$ cat src/rtl/fetch_unit.sv
// Instruction fetch stage: owns the PC, reads both flashes at the fetch PC and
// queues {instr, data, pc} for control. FETCH_SKID2_EN selects a 2-entry skid buffer.
module fetch_unit #(
  parameter int                 ADDR_W   = 8,
  parameter int                 WORD_W   = 32,
  parameter logic [ADDR_W-1:0]  RESET_PC = '0
) (
  input  logic              clk,
  input  logic              rst,
  output logic [ADDR_W-1:0] instr_addr,
  input  logic [WORD_W-1:0] instr_in,
  output logic [ADDR_W-1:0] data_addr,
  input  logic [WORD_W-1:0] data_in,
  output logic              out_valid,
  input  logic              out_ready,
  output logic [WORD_W-1:0] out_instr,
  output logic [WORD_W-1:0] out_data,
  output logic [ADDR_W-1:0] out_pc,
  input  logic              redirect,
  input  logic [ADDR_W-1:0] redirect_pc,
  input  logic              halt,
  output logic              wrapped
);

`ifdef FETCH_SKID2_EN
  localparam int DEPTH = 2;
`else
  localparam int DEPTH = 1;
`endif

  typedef struct packed {
    logic [WORD_W-1:0] instr;
    logic [WORD_W-1:0] data;
    logic [ADDR_W-1:0] pc;
  } entry_t;

  entry_t            fifo_q    [DEPTH];
  entry_t            shift_src [DEPTH];
  entry_t            new_entry;
  logic [1:0]        cnt;
  logic [1:0]        wr_idx;
  logic [ADDR_W-1:0] fpc;
  logic              wrapped_q;
  logic              pop;
  logic              can_push;
  logic              push;

  assign instr_addr = fpc;
  assign data_addr  = fpc;
  assign out_valid  = (cnt != 2'd0);
  assign out_instr  = fifo_q[0].instr;
  assign out_data   = fifo_q[0].data;
  assign out_pc     = fifo_q[0].pc;
  assign wrapped    = wrapped_q;
  assign new_entry  = '{instr: instr_in, data: data_in, pc: fpc};

  // Skid build decouples push from out_ready; the single-entry build refills on pop.
  always_comb begin
    pop = (cnt != 2'd0) && out_ready;
`ifdef FETCH_SKID2_EN
    can_push = (cnt < 2'(DEPTH));
`else
    can_push = (cnt == 2'd0) || pop;
`endif
    push   = !redirect && !halt && can_push;
    wr_idx = cnt - 2'(pop);
  end

  always_ff @(posedge clk or negedge rst) begin
    if (!rst) begin
      fpc       <= RESET_PC;
      cnt       <= 2'd0;
      wrapped_q <= 1'b0;
    end else if (redirect) begin
      fpc <= redirect_pc;
      cnt <= 2'd0;
    end else begin
      cnt <= cnt + 2'(push) - 2'(pop);
      if (push) begin
        fpc <= fpc + ADDR_W'(1);
        if (fpc == '1) wrapped_q <= 1'b1;
      end
    end
  end

  // Shift-register FIFO: slot 0 is always the head, so outputs come straight from flops.
  for (genvar g = 0; g < DEPTH; g++) begin : g_slot
    if (g < DEPTH - 1) begin : g_next
      assign shift_src[g] = fifo_q[g+1];
    end else begin : g_last
      assign shift_src[g] = fifo_q[g];
    end

    always_ff @(posedge clk or negedge rst) begin
      if (!rst) begin
        fifo_q[g] <= '0;
      end else if (!redirect) begin
        if (push && (wr_idx == 2'(g))) begin
          fifo_q[g] <= new_entry;
        end else if (pop) begin
          fifo_q[g] <= shift_src[g];
        end
      end
    end
  end

endmodule

$ cat config.mk
export PLATFORM = sky130hd
export DESIGN_NAME = fetch_unit
export DESIGN_NICKNAME = d
export VERILOG_FILES = /design/src/rtl/fetch_unit.sv
export SDC_FILE = /design/constraint.sdc
export NUM_CORES = 1
export LEC_CHECK = 0
export ABC_AREA = 1
export BUFFER_PORTS_ARGS = -buffer_cell sky130_fd_sc_hd__buf_4
export CAP_MARGIN = 20
export CORE_MARGIN = 3
export CORE_UTILIZATION = 32
export CTS_CLUSTER_SIZE = 30
export DETAILED_ROUTE_END_ITERATION = 12
export PLACE_DENSITY = 0.67
export SETUP_SLACK_MARGIN = 0.1
export SLEW_MARGIN = 20
export SYNTH_ARGS = -nofsm -noshare
export SYNTH_HDL_FRONTEND = slang
export SYNTH_SLANG_ARGS = --single-unit
$ cat constraint.sdc
create_clock -name clk -period 4.9 [get_ports clk]
set_clock_uncertainty 0.2 [all_clocks]
set_input_delay 0.735 -clock clk [delete_from_list [all_inputs] [get_ports clk]]
set_output_delay 0.735 -clock clk [all_outputs]
set_load 0.01 [all_outputs]
==> impl_results.md <==
- Reg2reg start: cnt[0]
- EDFF count, synth: 0
- Post-synth top cells: nand2_1, dfrtp_1, inv_1, o21ai_1, nand3_1
- Critical Path Fanout Max: 3
- Die footprint: 12600 µm²
- Final ANT Viol Nets: 0
- Ys Warns: 0
- Die width: 112 µm
- Die height: 112 µm
- Area delta synth->final: 45.2%
- # hold bufs at CTS: 0
- Primary FF master, synth: dfrtp_1
- Count leader, synth: nand2_1
- N_diodes: 0
- Synth top area cells: dfrtp_1, nand2_1, inv_1
- Clk Latency, worst-skew pair: 330 ps
- Cells after Synth: 401
- Grt ovf: 0
- Post-synth ARST share: 100%
- Layout cells sized above 1: 36.5%
- Largest net degree at the start of global routing: 84
- Drt drc: 0
- Vias in the first global route: 2997
- Unique cell type count in the Yosys netlist: 22
- Placed insts: 685
- Type of origin of the critical path: register
- H-tree depth: 3
- Slew @ Worst Pin: 736 ps
- Fillcell total: 1084
- Outcome: finished, final reports clean
- Path type of the worst setup path: register to output pin
- Final setup fails: 0
- Post-Syn Area: 3610 µm²
- CTS buffer count: 9
- Synth top area share: 57.6%
- Initial Util: 33.0%
- Synth area leader: dfrtp_1
- Maximum clock frequency: 0.487 GHz
- Area of the multi-input gates: 1060 µm²
- Final cell count without fillers: 702
- Crit share post-route: 41.9%
- R2r worst-path depth: 7
- Clock Sinks: 83
- Static Leakage: 2.89 nW
- Sequential fraction of the synthesis area: 57.6%
- Peak supply drop: 240 µV
- Synthesized Nets: 481
- Final #Nets: 637
- Sequential cell area: 2080 µm²
- Worst Setup End Kind: output pin
- Syn_area_per_cell: 9.00 µm²
- Number of DRC markers in iteration 0: 169
- Final min period: 2050 ps
- Max-cap violations: 0
- CTS resizes: 0
- Slew Limit Fails: 0
- Vias after detailed routing: 3014
- Via density: 4.29
- DP Worst Slack: 2150 ps
- Post-CTS Repair Setup Buffers: 0
- Port bufs: 166
- R2R Setup Slk: 3020 ps
- Antenna violations before repair: 0
- Total track usage: 13.8%
- IO Pins: 167
- CTS root buffer: clkbuf_16
- Worst setup margin: 2850 ps
- TNS Setup: 0 ps
- Fin Hold WS: 256 ps
- RSZ-0062 raised after global routing: false
- Core Area: 10900 µm²
- Clock slew at reported path FFs: 60 ps
- Reg-to-Reg End: cnt[1]
- DP HPWL: 6.36 mm
- CTS tree: yes
- Crit path DAT: 1120 ps
- Critical Path RT: 3960 ps
- Final wirelength: 8.46 mm
- P per Cell Area: 575 nW/µm²
- Seq cells post-synth: 83
- Relative slew slack: 50.9%
- Bufs on Longest Clock Path: 2
- Row cnt: 38
- Final Hold Viols: 0
- Routed len/inst: 12.0 µm
- Dpl cell area: 4880 µm²
- GPL Wtd Cong: 0.817
- HP Class: primary input to asynchronous set/reset pin
- First-pass GRT wire length: 14.3 mm
- Drt first pass iters: 4
- Final instance area: 5240 µm²
==> area by class of cell <==
cell class	instances	area share, %
Sequential cell	83	39.6
Timing Repair Buffer	169	24.9
Multi-Input combinational cell	215	20.2
Inverter	79	5.66
Clock buffer	9	4.30
Tap cell	140	3.34
Clock inverter	7	1.93
==> critical path: stages (launching register included) <==
cell	delay (ps)
dfrtp_1	400
inv_1	130
nand2_1	110
buf_4	150
==> sequential cells by signal, summed over array words and instances, names as in the netlist <==
register,cells
data_addr,8
wrapped,1
out_instr,32
out_pc,8
cnt,2
out_data,32
==> layout by cell type, fill, tap and decap left out, types with 3 or more instances in the layout <==
cell type / count
buf_4: 166
nand2_1: 92
dfrtp_1: 83
inv_1: 78
o21ai_1: 53
nand3_1: 17
o21ai_0: 14
nor2_1: 10
clkbuf_16: 9
nand2_2: 8
o21ai_2: 8
a21boi_0: 3
ha_1: 3
==> metrics by stage <==
| stage | utilization (%) | total power (W) |
|---|---|---|
| 6_report | 47.9 | 0.00301 |
| 5_1_grt | 47.9 | 0.00323 |
| 4_1_cts | 47.6 | 0.00305 |
| 3_5_place_dp | 44.6 | 0.00231 |
| 3_3_place_gp | 44.6 | 0.00228 |
| 2_1_floorplan | - | 0.00167 |
==> power breakdown <==
part	internal, W	leakage [nW]	switching (W)	total [W]
registers	0.000981	1.03	0.000196	0.00118
clock network	0.000450	0.152	0.000271	0.000720
logic	0.000581	1.71	0.000531	0.00111
==> worst max-delay path by stage <==
stage | start | end | cells past startpoint
CTS | out_ready | out_data[9] | 5
global placement | out_ready | out_data[16] | 5
global route | cnt[1] | out_valid | 3
finish | cnt[1] | out_valid | 3
floorplan | redirect | cnt[1] | 7
detailed placement | out_ready | out_data[9] | 5
==> cells by family after synthesis <==
logic type / after synthesis / synth area share (%)
buffers and inverters: 103 / 13.1
adder cells (fa/ha/maj): 3 / 1.04
XOR/XNOR: 3 / 0.728
flip-flops: 83 / 57.6
AND/OR/NAND/NOR: 128 / 14.7
AO/OA/AOI/OAI: 81 / 12.9
==> per-layer routing <==
layer | routed length (µm) | vias to the layer above | GRT usage (%)
met5 | 0 | - | 0
met4 | 114 | 0 | 5.61
met3 | 662 | 10 | 3.88
met2 | 4020 | 102 | 22.2
met1 | 3660 | 1366 | 17.5
li1 | - | 1536 | -
(Power assumes the default switching activity.)
